**src/rtl/fft_out_frame_buffer.sv**
```systemverilog
// Captures one FFT output frame (optionally bit-reversed on write) and replays it in natural bin
// order over a valid/ready stream together with the registered per-bin power |X|^2.
module fft_out_frame_buffer #(
   parameter int N_PTS     = 64,
   parameter int LOG2N     = 6,
   parameter int DW        = 16,
   parameter int BITREV_IN = 1
) (
   input  logic              clk,
   input  logic              rst,
   input  logic              Data_Out,
   input  logic [2*DW-1:0]   Out_Stream,
   input  logic              rd_ready,
   input  logic              clr_ovf,
   output logic              rd_valid,
   output logic [2*DW-1:0]   rd_data,
   output logic [2*DW:0]     rd_mag,
   output logic [LOG2N-1:0]  rd_bin,
   output logic              rd_last,
   output logic              frame_busy,
   output logic              overrun
);

   localparam logic [1:0] IDLE    = 2'd0;
   localparam logic [1:0] CAPTURE = 2'd1;
   localparam logic [1:0] READOUT = 2'd2;

   localparam logic [LOG2N-1:0] LAST_BIN = LOG2N'(N_PTS - 1);

   logic [1:0]        state_reg;
   logic [LOG2N-1:0]  wr_cnt_reg;
   logic [LOG2N-1:0]  rd_cnt_reg;
   logic [LOG2N-1:0]  wr_cnt_rev;
   logic [LOG2N-1:0]  wr_addr;
   logic [2*DW-1:0]   mem [N_PTS];
   logic [2*DW-1:0]   rd_word;
   logic signed [DW-1:0]   rd_re;
   logic signed [DW-1:0]   rd_im;
   logic signed [2*DW-1:0] re_sq;
   logic signed [2*DW-1:0] im_sq;
   logic [2*DW:0]     mag_next;
   logic              wr_en;
   logic              transfer;
   logic              load;

   genvar gi;
   generate
      for (gi = 0; gi < LOG2N; gi++) begin : g_bitrev
         assign wr_cnt_rev[gi] = wr_cnt_reg[LOG2N-1-gi];
      end
   endgenerate

   assign wr_addr = (BITREV_IN != 0) ? wr_cnt_rev : wr_cnt_reg;
   assign wr_en   = Data_Out && (state_reg != READOUT);

   always_ff @(posedge clk) begin
      if (!rst && wr_en) begin
         mem[wr_addr] <= Out_Stream;
      end
   end

   // Each square is non-negative and at most 2^30, so zero-extending both into the
   // extra bit lets the 2^31 corner case (both components -32768) land without wrap.
   assign rd_word  = mem[rd_cnt_reg];
   assign rd_re    = rd_word[2*DW-1:DW];
   assign rd_im    = rd_word[DW-1:0];
   assign re_sq    = rd_re * rd_re;
   assign im_sq    = rd_im * rd_im;
   assign mag_next = {1'b0, re_sq} + {1'b0, im_sq};

   assign transfer = rd_valid && rd_ready;
   assign load     = (state_reg == READOUT) && (!rd_valid || (transfer && !rd_last));

   assign frame_busy = (state_reg != IDLE);

   always_ff @(posedge clk) begin
      if (rst) begin
         state_reg  <= IDLE;
         wr_cnt_reg <= '0;
         rd_cnt_reg <= '0;
         rd_valid   <= 1'b0;
         rd_data    <= '0;
         rd_mag     <= '0;
         rd_bin     <= '0;
         rd_last    <= 1'b0;
         overrun    <= 1'b0;
      end else begin
         case (state_reg)
            IDLE: begin
               if (Data_Out) begin
                  wr_cnt_reg <= LOG2N'(1);
                  state_reg  <= CAPTURE;
               end
            end
            CAPTURE: begin
               if (Data_Out) begin
                  if (wr_cnt_reg == LAST_BIN) begin
                     wr_cnt_reg <= '0;
                     state_reg  <= READOUT;
                  end else begin
                     wr_cnt_reg <= wr_cnt_reg + 1'b1;
                  end
               end
            end
            READOUT: begin
               if (transfer && rd_last) begin
                  rd_valid   <= 1'b0;
                  rd_last    <= 1'b0;
                  rd_cnt_reg <= '0;
                  state_reg  <= IDLE;
               end else if (load) begin
                  rd_valid   <= 1'b1;
                  rd_data    <= rd_word;
                  rd_mag     <= mag_next;
                  rd_bin     <= rd_cnt_reg;
                  rd_last    <= (rd_cnt_reg == LAST_BIN);
                  rd_cnt_reg <= rd_cnt_reg + 1'b1;
               end
            end
            default: state_reg <= IDLE;
         endcase

         // A strobe arriving while the frame drains is lost; set beats a same-cycle clear.
         if (Data_Out && (state_reg == READOUT)) begin
            overrun <= 1'b1;
         end else if (clr_ovf) begin
            overrun <= 1'b0;
         end
      end
   end

endmodule

```
**config.mk**
```make
export PLATFORM = sky130hd
export DESIGN_NAME = fft_out_frame_buffer
export DESIGN_NICKNAME = d
export VERILOG_FILES = /design/src/rtl/fft_out_frame_buffer.sv
export SDC_FILE = /design/constraint.sdc
export NUM_CORES = 2
export LEC_CHECK = 0
export ABC_AREA = 0
export CAP_MARGIN = 10
export CORE_MARGIN = 2
export CORE_UTILIZATION = 66
export DETAILED_ROUTE_END_ITERATION = 10
export GPL_TIMING_DRIVEN = 0
export PLACE_DENSITY = 0.83
export REMOVE_ABC_BUFFERS = 1
export SLEW_MARGIN = 20
export SYNTH_ARGS = -nofsm -noshare
export SYNTH_HDL_FRONTEND = slang
export SYNTH_SLANG_ARGS = --single-unit
```
**constraint.sdc**
```tcl
create_clock -name clk -period 17.8 [get_ports clk]
set_input_delay 2.67 -clock clk [delete_from_list [all_inputs] [get_ports clk]]
set_output_delay 2.67 -clock clk [all_outputs]
set_load 0.01 [all_outputs]
```
==> reports/results.ini <==
[detailed_routing]
viasPerCell=7.152
drt-initial-drc-count=9455
first_pass_iters=7
avgRoutedWirePerCell_um=38.36
dr_wl_met3_um=41150
routed_wl_um=314300
maxUsedRoutingLayer=met5
wl_met1_um=97600
drc=0
drtAntennaViolNets=0
vias=58590
wl_met2_um=149900

[finish]
nNetsFinal=6707
largest_register=mem
stdcell_count=8193
fillers=7663
largest_reg_flops=2048
areaGrowthSynthToFinish_pct=14.51
layout-drive-gt1-share_pct=20.38
top_regs=mem (2048), rd_mag (33), rd_data (32)

[setup_path]
cp.arrival_ns=14.13
crit_path_end_kind=register
worstPathRequired_ns=18.55
crit_fanout=35
max_stage_delay_ns=0.89
crit_slowest_cell=mux4_2
cpMostUsedCell=fa_1
crit_type=register to register
start_kind=register

[sta]
period_needed_ns=13.38
fin_crit_sh_pct=75.18
fin_setup_tns_ns=0
grt_setup_unrepaired=no
hold_viol_final=0
timing.slew.headroom_pct=10.34
tightest_slew_ns=1.342
finClkSkew_ns=0.08530
fmax_ghz=0.07473
drv_slew=0
setup-violations-final=0

[grt]
grt_first_pass_wirelength_um=447400
grt_start_max_net_pins=62
antenna_found_initial=30
grt_use_total_pct=41.31
grt_pass1_vias=60660
overflow=0

[clocking]
clock-sinks=2142
post_cts_buffers=0
cts_made_buffers=201
h-tree-depth=4
cts_tree=yes
clk_path_buf_depth=3
cts_root_buf=clkbuf_16
holdBufCountCts=0
clkLatencyLatePin_ns=0.87
cts_resized=0
clkSlewWorstSetupHoldPaths_ns=0.07

[hold_path]
min_path_type=register to register

[job]
maxCapViolations=0

[die]
die_h_um=394.6
rows=143
dieArea_um2=155700
start_util_pct=66.35
die_w_um=394.6
io-pin-count=112
coreArea_um2=151700

[placed_design]
port-buffer-count=111
placed_cells=7812
gp_congestion=0.8813
dp_hpwl_um=181900

[yosys]
synth_area_leaders=edfxtp_1 61%, mux4_2 14%, fa_1 9.5%, ha_1 2.6%, inv_1 2.5%
postSynthAreaPerCell_um2=17.66
synthesis.area_um2=100700
ys.flop_type=edfxtp_1
yosysSeqAreaShare_pct=62.96
ys_warn_count=0
yosys.area.top_type=edfxtp_1
synth_edf_count=2048
ys_seq_elements=2142
synth_top_area_share_pct=61.09
synth_cells=5701
synth_cell_types=60
async_flop_share_pct=0

[power]
p_per_area_nw_per_um2=182.2
power.leakage_uw=0.03943
peakVddDrop_mv=0.7041

[outcome]
outcome=complete, no violations

==> layout by cell type, fill, tap and decap left out, drive strengths merged, types with 29 or more instances in the layout <==
cell type	netlist	routed
mux4	617	617
a21oi	166	166
nor2b	66	66
xnor2	74	74
clkdlybuf4s50	0	78
nor2	175	175
edfxtp	2048	2048
a211oi	48	48
inv	677	683
clkinv	2	93
a21o	41	41
nand2	344	344
and2	64	64
xor2	29	29
ha	208	208
mux2i	51	51
dfxtp	94	94
buf	144	242
fa	477	477
clkbuf	95	249
o21ai	59	59
==> final timing paths <==
kind              startpoint          to  slack [ns]  cells past startpoint
setup reg to reg    register  rd_mag[31]        4.42                     39
hold / removal    rd_mag[17]  rd_mag[17]        0.46                      2
hold reg to reg   rd_mag[17]  rd_mag[17]        0.46                      2
setup / recovery    register  rd_mag[31]        4.42                     39
==> synthesized netlist by cell type (30+ instances only) <==
master and count:
buf_1 30, ha_1 208, o21ai_0 53, dfxtp_1 94
edfxtp_1 2048, nor2b_1 66, buf_2 91, a211oi_1 48
a21o_1 41, nor2_1 175, mux4_2 617, fa_1 477
xnor2_1 74, mux2i_1 51, inv_1 677, clkbuf_1 95
a21oi_1 166, nand2_1 344, and2_1 64
==> stage by stage <==
step	total power [uW]	util (%)	setup WS [ns]	hold slack, ns	cell area, um2
final	21010	75.98	4.418	0.4553	115300
after global routing	22280	75.96	3.958	0.4739	115300
after CTS	20890	75.95	4.564	0.4538	115200
after detailed placement	16370	71.60	4.763	0.4472	108600
after floorplan	13560	-	-12.61	0.4440	99540
after global placement	16080	68.01	-24.92	0.4402	103200
==> logic make-up after synthesis <==
kind of cell | Yosys count | share of synthesized area [%]
AO/OA/AOI/OAI | 398 | 2.435
XOR/XNOR | 103 | 0.8961
adder cells (fa/ha/maj) | 685 | 12.07
buffers and inverters | 918 | 3.655
flip-flops | 2142 | 62.96
multiplexers | 689 | 14.55
AND/OR/NAND/NOR | 766 | 3.439
==> layout make-up <==
type | instances | area (um2) | area share (%)
diodes | 11 | 27.53 | 0.02388
multi-input cells | 2641 | 34140 | 29.61
well taps | 2030 | 2540 | 2.203
clock inverters | 121 | 1316 | 1.142
inverters | 679 | 2549 | 2.211
repair buffers | 320 | 6010 | 5.213
clock buffers | 249 | 5295 | 4.593
flip-flops and latches | 2142 | 63400 | 55.00
==> power breakdown <==
group / switching (uW) / internal (uW) / total, uW
clock: 2030 / 2400 / 4430
sequential: 4.29 / 5520 / 5520
combinational: 6580 / 4480 / 11100
total: 8620 / 12400 / 21000
==> worst max-delay path, delay by kind of cell (launching register included) <==
family,cells,cell delay (ns)
muxes,3,1.53
buffers and inverters,10,2.39
and+or+nand+nor,5,1.17
xor gates and xnor gates,1,0.23
AOI/OAI and AO/OA,12,3.32
adders and majority gates,8,3.80
DFF,1,0.73
==> routing by layer <==
layer	vias to the layer above	track usage, %
met5	-	0
met3	1436	11.42
met1	29610	51.28
met2	5619	64.72
li1	21910	-
met4	28	26.90
Power figures use the tool's default switching activity.
